--- config.mk ---
export PLATFORM = sky130hd
export DESIGN_NAME = genie_mem_responder
export DESIGN_NICKNAME = d
export VERILOG_FILES = /design/src/rtl/genie_mem_responder_pkg.sv /design/src/rtl/genie_mem_responder.sv
export SDC_FILE = /design/constraint.sdc
export NUM_CORES = 1
export LEC_CHECK = 0
export ABC_CLOCK_PERIOD_IN_PS = 3200
export BUFFER_PORTS_ARGS = -buffer_cell sky130_fd_sc_hd__buf_2
export CORE_MARGIN = 1
export CORE_UTILIZATION = 45
export DETAILED_ROUTE_END_ITERATION = 10
export GPL_TIMING_DRIVEN = 0
export HOLD_SLACK_MARGIN = 0.02
export MAX_ROUTING_LAYER = met4
export PLACE_DENSITY = 0.76
export SLEW_MARGIN = 5
export SYNTH_ARGS = -nofsm -noshare
export SYNTH_HDL_FRONTEND = slang
export SYNTH_SLANG_ARGS = --single-unit
--- constraint.sdc ---
create_clock -name clk -period 3.2 [get_ports clk]
set_input_delay 0 -clock clk [delete_from_list [all_inputs] [get_ports clk]]
set_output_delay 0 -clock clk [all_outputs]
set_load 0.02 [all_outputs]
--- src/rtl/genie_mem_responder_pkg.sv ---
// Shared definitions for the accelerator-to-SRAM memory responder.
//   MEM_AW  : width of the accelerator word address
//   MEM_DW  : data word width
//   state_e : responder FSM encoding
package genie_mem_responder_pkg;

  localparam int MEM_AW = 26;
  localparam int MEM_DW = 32;

  typedef enum logic [2:0] {
    IDLE   = 3'd0,
    STALL  = 3'd1,
    ACCESS = 3'd2,
    RWAIT  = 3'd3,
    RESP   = 3'd4
  } state_e;

endpackage

--- src/rtl/genie_mem_responder.sv ---
// Single-outstanding memory responder between an accelerator request port and
// a synchronous SRAM with RD_LAT cycles of read latency.
//   clk, rst_n          : clock, asynchronous active-low reset
//   wvalid/waddr/wdata  : write request, held until the wready pulse
//   rvalid/raddr        : read request, held until the rready pulse
//   wready, rready      : one-cycle completion pulses; rdata valid with rready
//   wait_cyc            : extra stall cycles, captured when a request is taken
//   err_clr, err_oob    : sticky out-of-range flag and its clear
//   sram_*              : SRAM port (cen = enable, wen qualifies cen)
// Every output comes from a flop or from a decode of state/direction flops,
// so no request input reaches an output combinationally.
module genie_mem_responder
  import genie_mem_responder_pkg::*;
#(
  parameter int ADDR_W = 16,
  parameter int RD_LAT = 1
) (
  input  logic              clk,
  input  logic              rst_n,
  input  logic              wvalid,
  output logic              wready,
  input  logic [MEM_AW-1:0] waddr,
  input  logic [MEM_DW-1:0] wdata,
  input  logic              rvalid,
  output logic              rready,
  input  logic [MEM_AW-1:0] raddr,
  output logic [MEM_DW-1:0] rdata,
  input  logic [3:0]        wait_cyc,
  input  logic              err_clr,
  output logic              err_oob,
  output logic              sram_cen,
  output logic              sram_wen,
  output logic [ADDR_W-1:0] sram_addr,
  output logic [MEM_DW-1:0] sram_wdata,
  input  logic [MEM_DW-1:0] sram_rdata
);

  state_e              state_q, state_d;
  logic                dir_wr_q, dir_wr_d;    // direction of the request in flight
  logic                last_wr_q, last_wr_d;  // round-robin: last grant was a write
  logic [MEM_AW-1:0]   addr_q, addr_d;
  logic [MEM_DW-1:0]   data_q, data_d;
  logic [3:0]          stall_cnt_q, stall_cnt_d;
  logic [2:0]          lat_cnt_q, lat_cnt_d;
  logic [MEM_DW-1:0]   rdata_q, rdata_d;
  logic                err_oob_q, err_oob_d;
  logic                sram_cen_q, sram_cen_d;
  logic                sram_wen_q, sram_wen_d;
  logic [ADDR_W-1:0]   sram_addr_q, sram_addr_d;
  logic [MEM_DW-1:0]   sram_wdata_q, sram_wdata_d;

  logic accept, grant_wr, to_access, oob_d;

  // Any address bit above the SRAM depth marks the access out of range.
  function automatic logic is_oob(input logic [MEM_AW-1:0] a);
    return (a >> ADDR_W) != '0;
  endfunction

  // ---- state register ----
  always_ff @(posedge clk or negedge rst_n) begin
    if (!rst_n) state_q <= IDLE;
    else        state_q <= state_d;
  end

  // ---- next state ----
  always_comb begin
    state_d = state_q;
    unique case (state_q)
      IDLE:    if (rvalid || wvalid) state_d = (wait_cyc != 4'd0) ? STALL : ACCESS;
      STALL:   if (stall_cnt_q == 4'd1) state_d = ACCESS;
      ACCESS:  state_d = dir_wr_q ? RESP : RWAIT;
      RWAIT:   if (lat_cnt_q == 3'd1) state_d = RESP;
      RESP:    state_d = IDLE;
      default: state_d = IDLE;
    endcase
  end

  // ---- outputs / datapath next values ----
  always_comb begin
    // Reads win a tie unless the previous grant was also a read.
    grant_wr  = wvalid && (!rvalid || !last_wr_q);
    accept    = (state_q == IDLE) && (rvalid || wvalid);

    dir_wr_d  = accept ? grant_wr : dir_wr_q;
    last_wr_d = accept ? grant_wr : last_wr_q;
    addr_d    = accept ? (grant_wr ? waddr : raddr) : addr_q;
    data_d    = (accept && grant_wr) ? wdata : data_q;

    stall_cnt_d = stall_cnt_q;
    if (accept)                 stall_cnt_d = wait_cyc;
    else if (state_q == STALL)  stall_cnt_d = stall_cnt_q - 4'd1;

    lat_cnt_d = lat_cnt_q;
    if (state_q == ACCESS)      lat_cnt_d = 3'(RD_LAT);
    else if (state_q == RWAIT)  lat_cnt_d = lat_cnt_q - 3'd1;

    // SRAM strobes are registered one cycle early so they are flop outputs
    // exactly during ACCESS; addr_d already equals addr_q outside IDLE.
    to_access    = (state_d == ACCESS);
    oob_d        = is_oob(addr_d);
    sram_cen_d   = to_access && !oob_d;
    sram_wen_d   = to_access && !oob_d && dir_wr_d;
    sram_addr_d  = to_access ? addr_d[ADDR_W-1:0] : sram_addr_q;
    sram_wdata_d = (to_access && dir_wr_d) ? data_d : sram_wdata_q;

    // Capture on the last RWAIT cycle, when SRAM data is valid.
    rdata_d = rdata_q;
    if (state_q == RWAIT && lat_cnt_q == 3'd1)
      rdata_d = is_oob(addr_q) ? '0 : sram_rdata;

    // A new error outranks a simultaneous clear.
    err_oob_d = err_oob_q;
    if (to_access && oob_d) err_oob_d = 1'b1;
    else if (err_clr)       err_oob_d = 1'b0;
  end

  always_ff @(posedge clk or negedge rst_n) begin
    if (!rst_n) begin
      dir_wr_q     <= 1'b0;
      last_wr_q    <= 1'b1;
      addr_q       <= '0;
      data_q       <= '0;
      stall_cnt_q  <= '0;
      lat_cnt_q    <= '0;
      rdata_q      <= '0;
      err_oob_q    <= 1'b0;
      sram_cen_q   <= 1'b0;
      sram_wen_q   <= 1'b0;
      sram_addr_q  <= '0;
      sram_wdata_q <= '0;
    end else begin
      dir_wr_q     <= dir_wr_d;
      last_wr_q    <= last_wr_d;
      addr_q       <= addr_d;
      data_q       <= data_d;
      stall_cnt_q  <= stall_cnt_d;
      lat_cnt_q    <= lat_cnt_d;
      rdata_q      <= rdata_d;
      err_oob_q    <= err_oob_d;
      sram_cen_q   <= sram_cen_d;
      sram_wen_q   <= sram_wen_d;
      sram_addr_q  <= sram_addr_d;
      sram_wdata_q <= sram_wdata_d;
    end
  end

  assign wready     = (state_q == RESP) &&  dir_wr_q;
  assign rready     = (state_q == RESP) && !dir_wr_q;
  assign rdata      = rdata_q;
  assign err_oob    = err_oob_q;
  assign sram_cen   = sram_cen_q;
  assign sram_wen   = sram_wen_q;
  assign sram_addr  = sram_addr_q;
  assign sram_wdata = sram_wdata_q;

endmodule

==> metrics.txt <==
final setup fails=0; largest family of logic cells by synthesized area=multiplexers; CP most frequent cell=buf_2; Ports=210; critical-path cell list=buf_6 > nor3_2 > nor2b_1 > buf_2 > buf_2 > buf_2 > nor2_1 > a31oi_1 > dlygate4sd3_1; number of synthesized flops with an enable pin=0; Netlist cell types=46; Synth Instances=481; H-Tree Depth=4; Post-DRT Antenna Nets=0; DRC=0; fin crit share=88.9%; Hold Violations, Final=0; post-synthesis cell area=6420 sq um; status=completed; pwr/cell area=933 nW/um^2; post-synthesis compound-gate area fraction=10.0%; syn_nets=610; largest net degree at the start of global routing=101; Pleak=4.59 nW; global-route wire length before repair=27.1 mm; worst hold-check path type=in2reg; DR top layer=met4; Critical Path RT=3.55 ns; Largest stage delay, worst path=0.58 ns; first drt pass iteration count=5; vias in the first global route=5561; initial detailed-routing violation count=306; Synth Area in XOR/XNOR=0%; final WL=16.8 mm; mux cell area share after synthesis=16.7%; Post-CTS Resized=0; Die Span X=121 um; Critical Path AT=3.20 ns; measured slew at the worst slew-check pin=0.584 ns; ys flop type=dfrtp_1; synthesized area per cell=13.3 sq um; # port buffers=209; fin crit period=2.84 ns; Max clock buf depth=2; gpl congestion=0.822; worst skew pair latency=0.41 ns; Max-cap violations=0; Die Footprint=14700 sq um; CTS Buf Count=17; fin worst setup slack=0.355 ns; Die Y=121 um; Slew Limit Fails=0; Reg clk slew, reported paths=0.06 ns; Overflow after GRT=0; Core ar.=13900 sq um; Synth Area in Simple Gates=9.28%; Reg2Reg Depth=9; Root Buffer=clkbuf_16; TNS Setup=0 ns; # nets final=959; crit path max fanout=10; Area growth, synth to finish=47.8%; Clock Sinks=153; Overall Global Routing Usage=24.8%; Buf/Inv on CP=5; Max-slew headroom=60.6%; std cell rows=43; fraction of registers with async set/reset=100%; layout cell share with drive strength beyond 1=41.0%; CP max stage cell=dlygate4sd3_1; critical path class=reg2reg; CTS tree=built; met2 wire length=8.46 mm; family with the most delay on the worst path=buffers and inverters; startpoint types=flip-flop; Post-Place Setup Slack=0.843 ns; DP Wirelength=10.6 mm; Hold Path Cell Cnt=4; via count=5227; post-synthesis sequential area ratio=59.7%; fmax=352 MHz; total stage count of the critical path=9; yosys warns=0; Met1 Wirelength=7.19 mm; CP Capture Type=flip-flop; starting density of the core=46.2%; WL/cell=16.5 um; DR vias/cell=5.12; clk_skew=0.00662 ns; diode count=0; maximum vdd drop=0.472 mV; RSZ-0062 raised after global routing=false; Synth Register Bits=153; met3 WL=915 um; initial antenna violation count=0; adder-cell area share of the yosys netlist=0.780%
-- flip-flops by register name (all words and copies together), names as in the netlist --
name and cells:
data_q 32, rdata 32, sram_wdata 32, addr_q 26, sram_addr 16, stall_cnt_q 4, lat_cnt_q 3, state_q 3
dir_wr_q 1, err_oob 1, last_wr_q 1, sram_cen 1, sram_wen 1
-- layout by cell type (no fill, tap or decap), types with 3 or more instances in the layout --
cell	Yosys	final
dlygate4sd3_1	0	120
nand2b_1	4	4
clkinv_2	0	3
mux2_2	44	44
a21oi_1	4	4
nand2_1	59	59
buf_6	3	4
a31oi_1	24	24
buf_2	9	217
mux2_4	37	37
a22o_1	33	33
and3_1	3	3
nor2_1	34	34
nor4_1	4	4
inv_1	6	6
ha_1	4	4
o21ai_0	7	7
clkbuf_16	0	17
dfrtp_1	152	152
clkbuf_1	11	13
buf_12	4	4
nor2b_1	4	4
-- kinds of logic after synthesis --
group / count (synthesis)
AO/OA/AOI/OAI: 83
adder cells (fa/ha/maj): 4
buffers and inverters: 34
flip-flops: 153
multiplexers: 83
AND/OR/NAND/NOR: 124
-- metal layers --
layer	vias to the layer above	track usage [%]
met2	221	41.4
met5	-	-
met1	2567	29.6
li1	2409	-
met4	0	9.26
met3	30	5.17
-- repair_timing --
action                                  4_1_cts  5_1_grt
endpoints found under the hold margin       180        0
endpoints found under the setup margin        0        0
buffers inserted                              0        0
hold buffers                                120        0
-- path summary, 6_finish.rpt --
path / from / to / slack [ns]
min in group asynchronous: rst_n / sram_wdata[20] / 0.10
hold reg to reg: last_wr_q / last_wr_q / 0.49
setup / recovery: state_q[0] / addr_q[24] / 0.36
hold / removal: raddr[12] / sram_addr[12] / 0.07
setup reg to reg: state_q[0] / addr_q[24] / 0.36
max in group asynchronous: rst_n / rdata[1] / 2.26
-- final cells by class --
cell class / count / area, sq um
fillers: 997 / 4400
flip-flops and latches: 153 / 3830
well taps: 180 / 225
clock inverters: 8 / 98.8
inverters: 6 / 22.5
repair buffers: 330 / 2280
clock buffers: 21 / 460
multi-input cells: 294 / 2360
plain buffers: 28 / 204
-- per-stage QoR --
stage	total power [mW]	utilization, %	hold WS, ns	instances	instance area, sq um
5_1_grt	9.36	68.3	0.0944	1020	9480
3_5_place_dp	6.52	55.6	-0.00848	871	7720
4_1_cts	8.84	68.3	0.0494	1020	9480
6_report	8.85	68.3	0.0670	1020	9480
2_1_floorplan	5.48	-	-0.296	481	6420
3_3_place_gp	6.34	55.4	0.216	870	7690
-- cells in the mapped netlist, drive strengths merged, types with 3 or more instances --
| cell type | count | area share (%) |
|---|---|---|
| dfrtp | 152 | 59 |
| mux2 | 81 | 16 |
| nand2 | 59 | 3.5 |
| nor2 | 34 | 2.0 |
| a22o | 33 | 4.5 |
| a31oi | 24 | 2.3 |
| buf | 17 | 2.5 |
| clkbuf | 11 | 0.64 |
| o21ai | 8 | 0.62 |
| inv | 6 | 0.35 |
| nor4 | 5 | 0.72 |
| a21oi | 4 | 0.31 |
| ha | 4 | 0.78 |
| nand2b | 4 | 0.39 |
| nor2b | 4 | 0.39 |
| nor3b | 4 | 0.62 |
| and3 | 3 | 0.29 |
| nor3 | 3 | 0.31 |
-- worst min-delay path: cells and delay by family --
kind                   cells  cell delay (ns)
muxes                      1             0.16
buffers and inverters      1             0.07
and+or+nand+nor            1             0.04
AOI/OAI and AO/OA          1             0.18
-- where the power goes --
| part | total [mW] | leakage (nW) | internal [mW] | switching, mW |
|---|---|---|---|---|
| Combinational | 3.67 | 2.46 | 1.83 | 1.84 |
| Sequential | 3.27 | 1.86 | 2.82 | 0.444 |
| Clock | 1.91 | 0.271 | 1.17 | 0.737 |
Power figures use the tool's default switching activity.
